==> src/rtl/mips_ctrl_pkg.sv <==
// Shared constants and state type for the multicycle MIPS main control FSM.
package mips_ctrl_pkg;

  // Instruction opcodes (instr[31:26])
  localparam logic [5:0] OP_RTYPE = 6'b000000;
  localparam logic [5:0] OP_LW    = 6'b100011;
  localparam logic [5:0] OP_SW    = 6'b101011;
  localparam logic [5:0] OP_BEQ   = 6'b000100;
  localparam logic [5:0] OP_ADDI  = 6'b001000;
  localparam logic [5:0] OP_J     = 6'b000010;

  // R-type funct codes (instr[5:0])
  localparam logic [5:0] FN_ADD = 6'b100000;
  localparam logic [5:0] FN_SUB = 6'b100010;
  localparam logic [5:0] FN_AND = 6'b100100;
  localparam logic [5:0] FN_OR  = 6'b100101;

  // ALU control codes
  localparam logic [3:0] ALU_AND = 4'b0000;
  localparam logic [3:0] ALU_OR  = 4'b0001;
  localparam logic [3:0] ALU_ADD = 4'b0010;
  localparam logic [3:0] ALU_SUB = 4'b0110;

  // ALU operand B select
  localparam logic [1:0] SRCB_REGB  = 2'b00;
  localparam logic [1:0] SRCB_FOUR  = 2'b01;
  localparam logic [1:0] SRCB_IMM   = 2'b10;
  localparam logic [1:0] SRCB_IMMSH = 2'b11;

  // PC source select
  localparam logic [1:0] PCSRC_ALU    = 2'b00;
  localparam logic [1:0] PCSRC_ALUOUT = 2'b01;
  localparam logic [1:0] PCSRC_JUMP   = 2'b10;

  // Control FSM states; encodings 12..15 are unreachable and recover to FETCH
  typedef enum logic [3:0] {
    S_FETCH   = 4'd0,
    S_DECODE  = 4'd1,
    S_MEMADR  = 4'd2,
    S_MEMRD   = 4'd3,
    S_MEMWB   = 4'd4,
    S_MEMWR   = 4'd5,
    S_EXECUTE = 4'd6,
    S_ALUWB   = 4'd7,
    S_BRANCH  = 4'd8,
    S_ADDIEX  = 4'd9,
    S_ADDIWB  = 4'd10,
    S_JUMP    = 4'd11
  } state_t;

endpackage

==> src/rtl/multicycle_control_if.sv <==
// Control <-> datapath bundle. The control FSM is the master (it issues
// commands); the datapath/ALU/memory side is the slave.
// Handshake semantics: there is no valid/ready pair here. Every command
// signal is a level that is valid for the whole cycle in which it is driven
// and is consumed on the rising edge ending that cycle; opcode/funct/zero
// are levels from the IR and ALU that the master samples on the same edge.
interface multicycle_control_if #(
  parameter int OPCODE_W = 6,
  parameter int FUNCT_W  = 6,
  parameter int CNT_W    = 32
);
  logic [OPCODE_W-1:0] opcode;
  logic [FUNCT_W-1:0]  funct;
  logic                zero;
  logic [3:0]          aluControlOut;
  logic                aluSrcA;
  logic [1:0]          aluSrcB;
  logic [1:0]          pcSrc;
  logic                pcEn;
  logic                iorD;
  logic                memWrite;
  logic                irWrite;
  logic                regDst;
  logic                memToReg;
  logic                regWrite;
  logic                instrDone;
  logic                illegalInstr;
  logic [CNT_W-1:0]    instrCount;

  modport master (
    input  opcode, funct, zero,
    output aluControlOut, aluSrcA, aluSrcB, pcSrc, pcEn, iorD, memWrite,
           irWrite, regDst, memToReg, regWrite, instrDone, illegalInstr,
           instrCount
  );

  modport slave (
    output opcode, funct, zero,
    input  aluControlOut, aluSrcA, aluSrcB, pcSrc, pcEn, iorD, memWrite,
           irWrite, regDst, memToReg, regWrite, instrDone, illegalInstr,
           instrCount
  );
endinterface

==> src/rtl/alu_decoder.sv <==
// R-type funct decoder: ALU control code plus a flag saying the funct is supported.
module alu_decoder
  import mips_ctrl_pkg::*;
#(
  parameter int FUNCT_W = 6
) (
  input  logic [FUNCT_W-1:0] funct,
  output logic [3:0]         alu_ctrl,
  output logic               funct_valid
);

  // Map funct to ALU operation; unsupported codes fall back to ADD, flagged invalid
  always_comb begin
    alu_ctrl    = ALU_ADD;
    funct_valid = 1'b1;
    case (funct)
      FN_ADD:  alu_ctrl = ALU_ADD;
      FN_SUB:  alu_ctrl = ALU_SUB;
      FN_AND:  alu_ctrl = ALU_AND;
      FN_OR:   alu_ctrl = ALU_OR;
      default: funct_valid = 1'b0;
    endcase
  end

endmodule

==> src/rtl/multicycle_control.sv <==
// Multicycle MIPS main control FSM with retired-instruction counter.
// Outputs are decoded from the current state; pcEn additionally uses zero.
module multicycle_control
  import mips_ctrl_pkg::*;
#(
  parameter int OPCODE_W = 6,
  parameter int FUNCT_W  = 6,
  parameter int CNT_W    = 32
) (
  input  logic                   clk,
  input  logic                   reset,
  multicycle_control_if.master   bus,
  output state_t                 state_dbg
);

  state_t           state;
  logic [CNT_W-1:0] count;

  logic [3:0] dec_alu;
  logic       dec_valid;
  logic       op_known;

  logic [3:0] alu_ctrl;
  logic       src_a;
  logic [1:0] src_b;
  logic [1:0] pc_src;
  logic       pc_write;
  logic       branch;
  logic       ior_d;
  logic       mem_write;
  logic       ir_write;
  logic       reg_dst;
  logic       mem_to_reg;
  logic       reg_write;
  logic       done;
  logic       illegal;

  alu_decoder #(.FUNCT_W(FUNCT_W)) u_alu_decoder (
    .funct       (bus.funct),
    .alu_ctrl    (dec_alu),
    .funct_valid (dec_valid)
  );

  // Opcode legality (R-type legality also needs a valid funct)
  always_comb begin
    op_known = 1'b0;
    case (bus.opcode)
      OP_RTYPE: op_known = dec_valid;
      OP_LW, OP_SW, OP_BEQ, OP_ADDI, OP_J: op_known = 1'b1;
      default: op_known = 1'b0;
    endcase
  end

  // State sequencing and retired-instruction counting
  always_ff @(posedge clk or posedge reset) begin
    if (reset) begin
      state <= S_FETCH;
      count <= '0;
    end else begin
      if (done) count <= count + CNT_W'(1);
      case (state)
        S_FETCH:  state <= S_DECODE;
        S_DECODE: begin
          case (bus.opcode)
            OP_RTYPE:     state <= dec_valid ? S_EXECUTE : S_FETCH;
            OP_LW, OP_SW: state <= S_MEMADR;
            OP_BEQ:       state <= S_BRANCH;
            OP_ADDI:      state <= S_ADDIEX;
            OP_J:         state <= S_JUMP;
            default:      state <= S_FETCH;
          endcase
        end
        S_MEMADR:  state <= (bus.opcode == OP_SW) ? S_MEMWR : S_MEMRD;
        S_MEMRD:   state <= S_MEMWB;
        S_EXECUTE: state <= S_ALUWB;
        S_ADDIEX:  state <= S_ADDIWB;
        default:   state <= S_FETCH;
      endcase
    end
  end

  // Moore output decode; unreachable encodings leave every enable low
  always_comb begin
    alu_ctrl   = ALU_ADD;
    src_a      = 1'b0;
    src_b      = SRCB_REGB;
    pc_src     = PCSRC_ALU;
    pc_write   = 1'b0;
    branch     = 1'b0;
    ior_d      = 1'b0;
    mem_write  = 1'b0;
    ir_write   = 1'b0;
    reg_dst    = 1'b0;
    mem_to_reg = 1'b0;
    reg_write  = 1'b0;
    done       = 1'b0;
    illegal    = 1'b0;
    case (state)
      S_FETCH: begin
        src_b    = SRCB_FOUR;
        ir_write = 1'b1;
        pc_write = 1'b1;
      end
      S_DECODE: begin
        src_b   = SRCB_IMMSH;
        illegal = ~op_known;
      end
      S_MEMADR: begin
        src_a = 1'b1;
        src_b = SRCB_IMM;
      end
      S_MEMRD: ior_d = 1'b1;
      S_MEMWB: begin
        mem_to_reg = 1'b1;
        reg_write  = 1'b1;
        done       = 1'b1;
      end
      S_MEMWR: begin
        ior_d     = 1'b1;
        mem_write = 1'b1;
        done      = 1'b1;
      end
      S_EXECUTE: begin
        src_a    = 1'b1;
        src_b    = SRCB_REGB;
        alu_ctrl = dec_alu;
      end
      S_ALUWB: begin
        reg_dst   = 1'b1;
        reg_write = 1'b1;
        done      = 1'b1;
      end
      S_BRANCH: begin
        src_a    = 1'b1;
        src_b    = SRCB_REGB;
        alu_ctrl = ALU_SUB;
        pc_src   = PCSRC_ALUOUT;
        branch   = 1'b1;
        done     = 1'b1;
      end
      S_ADDIEX: begin
        src_a = 1'b1;
        src_b = SRCB_IMM;
      end
      S_ADDIWB: begin
        reg_write = 1'b1;
        done      = 1'b1;
      end
      S_JUMP: begin
        pc_src   = PCSRC_JUMP;
        pc_write = 1'b1;
        done     = 1'b1;
      end
      default: ;
    endcase
  end

  // Write enables are held off for the whole time reset is asserted
  assign bus.aluControlOut = alu_ctrl;
  assign bus.aluSrcA       = src_a;
  assign bus.aluSrcB       = src_b;
  assign bus.pcSrc         = pc_src;
  assign bus.pcEn          = (pc_write | (branch & bus.zero)) & ~reset;
  assign bus.iorD          = ior_d;
  assign bus.memWrite      = mem_write & ~reset;
  assign bus.irWrite       = ir_write & ~reset;
  assign bus.regDst        = reg_dst;
  assign bus.memToReg      = mem_to_reg;
  assign bus.regWrite      = reg_write & ~reset;
  assign bus.instrDone     = done;
  assign bus.illegalInstr  = illegal;
  assign bus.instrCount    = count;
  assign state_dbg         = state;

endmodule
==> src/flat_wrapper.sv <==
// flat-port wrapper written by rule: the top's interface ports become plain ports
module multicycle_control_flat import mips_ctrl_pkg::*;
#(
  parameter int OPCODE_W = 6,
  parameter int FUNCT_W  = 6,
  parameter int CNT_W    = 32
)
  (clk, reset, state_dbg, bus_opcode, bus_funct, bus_zero, bus_aluControlOut, bus_aluSrcA, bus_aluSrcB, bus_pcSrc, bus_pcEn, bus_iorD, bus_memWrite, bus_irWrite, bus_regDst, bus_memToReg, bus_regWrite, bus_instrDone, bus_illegalInstr, bus_instrCount);
  multicycle_control_if #(.OPCODE_W(OPCODE_W), .FUNCT_W(FUNCT_W), .CNT_W(CNT_W)) bus_i ();
  input  logic clk;
  input  logic reset;
  output state_t state_dbg;
  input wire logic [$bits(bus_i.opcode)-1:0] bus_opcode;
  input wire logic [$bits(bus_i.funct)-1:0] bus_funct;
  input wire logic [$bits(bus_i.zero)-1:0] bus_zero;
  output wire logic [$bits(bus_i.aluControlOut)-1:0] bus_aluControlOut;
  output wire logic [$bits(bus_i.aluSrcA)-1:0] bus_aluSrcA;
  output wire logic [$bits(bus_i.aluSrcB)-1:0] bus_aluSrcB;
  output wire logic [$bits(bus_i.pcSrc)-1:0] bus_pcSrc;
  output wire logic [$bits(bus_i.pcEn)-1:0] bus_pcEn;
  output wire logic [$bits(bus_i.iorD)-1:0] bus_iorD;
  output wire logic [$bits(bus_i.memWrite)-1:0] bus_memWrite;
  output wire logic [$bits(bus_i.irWrite)-1:0] bus_irWrite;
  output wire logic [$bits(bus_i.regDst)-1:0] bus_regDst;
  output wire logic [$bits(bus_i.memToReg)-1:0] bus_memToReg;
  output wire logic [$bits(bus_i.regWrite)-1:0] bus_regWrite;
  output wire logic [$bits(bus_i.instrDone)-1:0] bus_instrDone;
  output wire logic [$bits(bus_i.illegalInstr)-1:0] bus_illegalInstr;
  output wire logic [$bits(bus_i.instrCount)-1:0] bus_instrCount;
  assign bus_i.opcode = bus_opcode;
  assign bus_i.funct = bus_funct;
  assign bus_i.zero = bus_zero;
  assign bus_aluControlOut = bus_i.aluControlOut;
  assign bus_aluSrcA = bus_i.aluSrcA;
  assign bus_aluSrcB = bus_i.aluSrcB;
  assign bus_pcSrc = bus_i.pcSrc;
  assign bus_pcEn = bus_i.pcEn;
  assign bus_iorD = bus_i.iorD;
  assign bus_memWrite = bus_i.memWrite;
  assign bus_irWrite = bus_i.irWrite;
  assign bus_regDst = bus_i.regDst;
  assign bus_memToReg = bus_i.memToReg;
  assign bus_regWrite = bus_i.regWrite;
  assign bus_instrDone = bus_i.instrDone;
  assign bus_illegalInstr = bus_i.illegalInstr;
  assign bus_instrCount = bus_i.instrCount;
  multicycle_control #(.OPCODE_W(OPCODE_W), .FUNCT_W(FUNCT_W), .CNT_W(CNT_W)) u_core (.clk(clk), .reset(reset), .bus(bus_i), .state_dbg(state_dbg));
endmodule
==> config.mk <==
export PLATFORM = sky130hd
export DESIGN_NAME = multicycle_control_flat
export DESIGN_NICKNAME = d
export VERILOG_FILES = /design/src/rtl/mips_ctrl_pkg.sv /design/src/rtl/multicycle_control_if.sv /design/src/rtl/alu_decoder.sv /design/src/rtl/multicycle_control.sv /design/src/flat_wrapper.sv
export SDC_FILE = /design/constraint.sdc
export NUM_CORES = 1
export LEC_CHECK = 0
export BUFFER_PORTS_ARGS = -buffer_cell sky130_fd_sc_hd__buf_2
export CAP_MARGIN = 20
export CORE_ASPECT_RATIO = 0.6
export CORE_MARGIN = 2
export CORE_UTILIZATION = 40
export CTS_CLUSTER_DIAMETER = 30
export DETAILED_ROUTE_END_ITERATION = 8
export GPL_ROUTABILITY_DRIVEN = 0
export PLACE_DENSITY = 0.76
export SLEW_MARGIN = 20
export SYNTH_ARGS = -nofsm -noshare
export SYNTH_HDL_FRONTEND = slang
export SYNTH_SLANG_ARGS = --single-unit
==> constraint.sdc <==
create_clock -name clk -period 2.45 [get_ports clk]
set_clock_uncertainty 0.1 [all_clocks]
set_input_delay 0.3675 -clock clk [delete_from_list [all_inputs] [get_ports clk]]
set_output_delay 0.3675 -clock clk [all_outputs]
set_load 0.05 [all_outputs]
==> parameters.txt <==
Parameter                              Value

Placed design
  Placed cell areas    0.00246 mm^2
  Dpl hpwl    3780 um
  Post-place setup slack    0.366 ns
  Total of buffers placed on input and output ports    67

Critical path
  Startpoint Class    register
  Maximum fanout along the worst path    10
  Arrival time reported for the critical path endpoint    1.84 ns
  Worst flop-to-flop path startpoint    u_core.state_dbg[3]$_DFF_PP0_
  Setup slack of the most critical reg-to-reg path    0.42 ns
  R2r endpoint    u_core.bus.instrCount[22]$_DFFE_PP0P_
  First element of the critical path    u_core.state_dbg[3]$_DFF_PP0_
  Stages on worst setup path    5
  Critical Setup Path Class    register to output port
  CP bufs+invs    1
  Destination of the critical timing path    bus_aluControlOut[0]
  Cell-by-cell trace of the critical path    nand2b_4 > nor4b_2 > nand3_1 > nor2_4 > buf_2
  Worst path max stage delay    0.48 ns
  Sort of element at the end of the critical path    output port
  Endpoint required time on the critical path    1.98 ns
  Cell family with the largest share of critical-path delay    simple AND/OR/NAND/NOR gates
  Worst path slowest cell    sky130_fd_sc_hd__dfrtp_1
  Count of cells along the worst register-to-register path    5

Yosys
  Distinct cell type count of the synthesized netlist    39
  Post-synth ARST share    1.00
  Post-Syn Instances    208
  Flops & latches, synth    36
  Cell area after synthesis    0.00202 mm^2
  Nets in the synthesized netlist    224
  Sequential-to-total area share from yosys stat    0.446
  Per-instance average area after synthesis    9.71 um^2
  EDFF count, synth    0
  Synth warnings    0
  Main flop type after synthesis    sky130_fd_sc_hd__dfrtp_1

Clock network
  Clock-pin slew on the worst setup and hold paths    0.07 ns
  CTS Buffer Depth    2
  Clock tree from TritonCTS    yes
  Cts hold-fix bufs    0
  Insertion delay of the later-clocked pin in the worst-skew pair    0.28 ns
  Root buf cell    sky130_fd_sc_hd__clkbuf_8
  Sinks on Clock Net    36
  Number of buffers created by CTS    5
  Total number of H-tree levels    2

Finish
  Commonest cells after routing, fill and taps aside    67 x sky130_fd_sc_hd__buf_2, 36 x sky130_fd_sc_hd__dfrtp_1, 24 x sky130_fd_sc_hd__nor2_1, 20 x sky130_fd_sc_hd__xor2_1, 13 x sky130_fd_sc_hd__xnor2_1
  Area growth syn-to-layout    25.8%
  Non-Filler Cell Area, Final    0.00254 mm^2
  Number of filler instances in the final layout    445
  Net count reported at finish    297
  Fraction of layout instances using a drive strength above 1    0.341
  Leading cell type in the layout, fill and taps excluded    sky130_fd_sc_hd__buf_2
  Antenna cell count    0

STA
  Hold violation count in the final report    0
  Number of setup violations in the final report    0
  Slack of the critical path    0.141 ns
  Shortest period the worst path allows    2.31 ns
  Count of pins over their slew limit    0
  Max Clock Freq    433 MHz
  Tcrit/Tclk final    0.942

Global routing
  Remaining global-route overflow    0
  Via count of the first global-routing pass    1629
  Fraction of met3 tracks used by global routing    0.0522
  Global-route wire length before repair    7980 um
  Met2 capacity usage during global routing    0.252
  Most crowded layer after global routing    met1
  Number of antenna violations at the first check in global routing    0
  Global router's overall resource usage    0.184
  Largest net degree at the start of global routing    37
  Met1 global-route usage    0.288

Floorplan
  IO Count    69
  Overall die height    59.1 um
  Initial Util    0.429
  Chip width    95.8 um
  Die area    0.00566 mm^2
  Num rows    19
  Area of the core region    0.00471 mm^2

Route
  Total DRC errors in the routed layout    0
  First DRT Iteration DRCs    118
  Via density per instance    5.23
  Total number of vias    1788
  Routed Wire Length    4880 um
  First-pass iteration count of the detailed router    4
  Post-detailed-route wirelength per cell    14.3 um
  Antenna Violating Nets Remaining    0

Run
  MaxCap Viol Count    0

Power
  Total Power    2.07 mW
  Pleak    1.37 nW
  Worst supply voltage drop on vdd    0.000423 V
  Power density of the placed cells    812 mW/mm^2

Status
  Run status    complete, no violations

Min path
  Type of the tightest min-delay check    input pin to async pin
[how the worst min path moves through the flow]
stage,cells after the start,slack [ns],to
final,3,0.16,u_core.bus.instrCount[29]$_DFFE_PP0P_
after floorplan,1,0.44,u_core.bus.instrCount[0]$_DFFE_PP0P_
after global routing,3,0.23,u_core.bus.instrCount[29]$_DFFE_PP0P_
after detailed placement,1,0.35,u_core.bus.instrCount[31]$_DFFE_PP0P_
after global placement,1,0.35,u_core.bus.instrCount[31]$_DFFE_PP0P_
after CTS,3,0.18,u_core.bus.instrCount[29]$_DFFE_PP0P_
[where the power goes]
group / leakage [nW] / switching, mW / internal [mW] / total [mW]
Combinational: 0.836 / 0.720 / 0.243 / 0.963
Clock: 0.0359 / 0.193 / 0.183 / 0.377
Sequential: 0.494 / 0.0795 / 0.646 / 0.725
Total: 1.37 / 0.993 / 1.07 / 2.07
[what timing repair did]
item / in CTS / in global routing
endpoints found under the setup margin: 0 / 2
setup buffers: 0 / 0
gates resized for setup: 0 / 2
[layout make-up]
| class | instances | area (um^2) | share of cell area |
|---|---|---|---|
| Timing Repair Buffer | 73 | 380 | 0.150 |
| Sequential cell | 36 | 901 | 0.354 |
| Clock buffer | 5 | 68.8 | 0.0271 |
| Inverter | 10 | 37.5 | 0.0148 |
| Multi-Input combinational cell | 155 | 1080 | 0.423 |
| Tap cell | 63 | 78.8 | 0.0310 |
[per-layer routing]
layer | vias to the layer above | wire length [um]
li1 | 871 | -
met1 | 856 | 2490
met2 | 55 | 2060
met3 | 6 | 301
met4 | 0 | 34
met5 | - | 0
[synthesized netlist by cell type, types with 2 or more instances]
cell	n	area, um^2
sky130_fd_sc_hd__nand4_1	9	56.3
sky130_fd_sc_hd__a211oi_1	2	15.0
sky130_fd_sc_hd__o21ai_0	3	15.0
sky130_fd_sc_hd__nand3_1	12	60.1
sky130_fd_sc_hd__dfrtp_1	36	901
sky130_fd_sc_hd__clkbuf_1	4	15.0
sky130_fd_sc_hd__xor2_1	20	175
sky130_fd_sc_hd__buf_6	2	22.5
sky130_fd_sc_hd__nand2_1	12	45.0
sky130_fd_sc_hd__xnor2_1	13	114
sky130_fd_sc_hd__nor2b_1	3	18.8
sky130_fd_sc_hd__nor3_1	11	55.1
sky130_fd_sc_hd__inv_1	10	37.5
sky130_fd_sc_hd__o211ai_1	3	22.5
sky130_fd_sc_hd__a21oi_1	4	20.0
sky130_fd_sc_hd__and3_1	8	50.1
sky130_fd_sc_hd__and4_1	5	43.8
sky130_fd_sc_hd__nor4b_1	2	17.5
sky130_fd_sc_hd__nor2_1	28	105
sky130_fd_sc_hd__nand4_2	2	25.0
[state kept, by name, summed over array words and instances, names as in the netlist]
| signal | flops |
|---|---|
| u_core.state_dbg | 4 |
| u_core.bus.instrCount | 32 |
[through the flow]
stage | util | TNS, ns | hold WS, ns | cells
3_3_place_gp | 0.523 | 0 | 0.353 | 337
2_1_floorplan | - | -1.01 | 0.440 | 208
3_5_place_dp | 0.523 | 0 | 0.352 | 337
6_report | 0.540 | 0 | 0.163 | 342
4_1_cts | 0.537 | 0 | 0.181 | 342
5_1_grt | 0.540 | -0.0321 | 0.226 | 342
[worst min-delay path, delay by kind of cell]
kind | cells | cell delay [ns]
buffers and inverters | 3 | 0.62
[kinds of logic (layout without fill, tap and decap cells)]
family                     Yosys count  after routing  share of synthesized area
other                                1              1                    0.00186
muxes                                2              2                     0.0105
and+or+nand+nor                     99             99                      0.279
DFF                                 36             36                      0.446
xor gates and xnor gates            34             34                      0.151
buffers and inverters               17             88                     0.0409
AOI/OAI and AO/OA                   18             18                     0.0644
adders and majority gates            1              1                    0.00619
(Power assumes the default switching activity.)
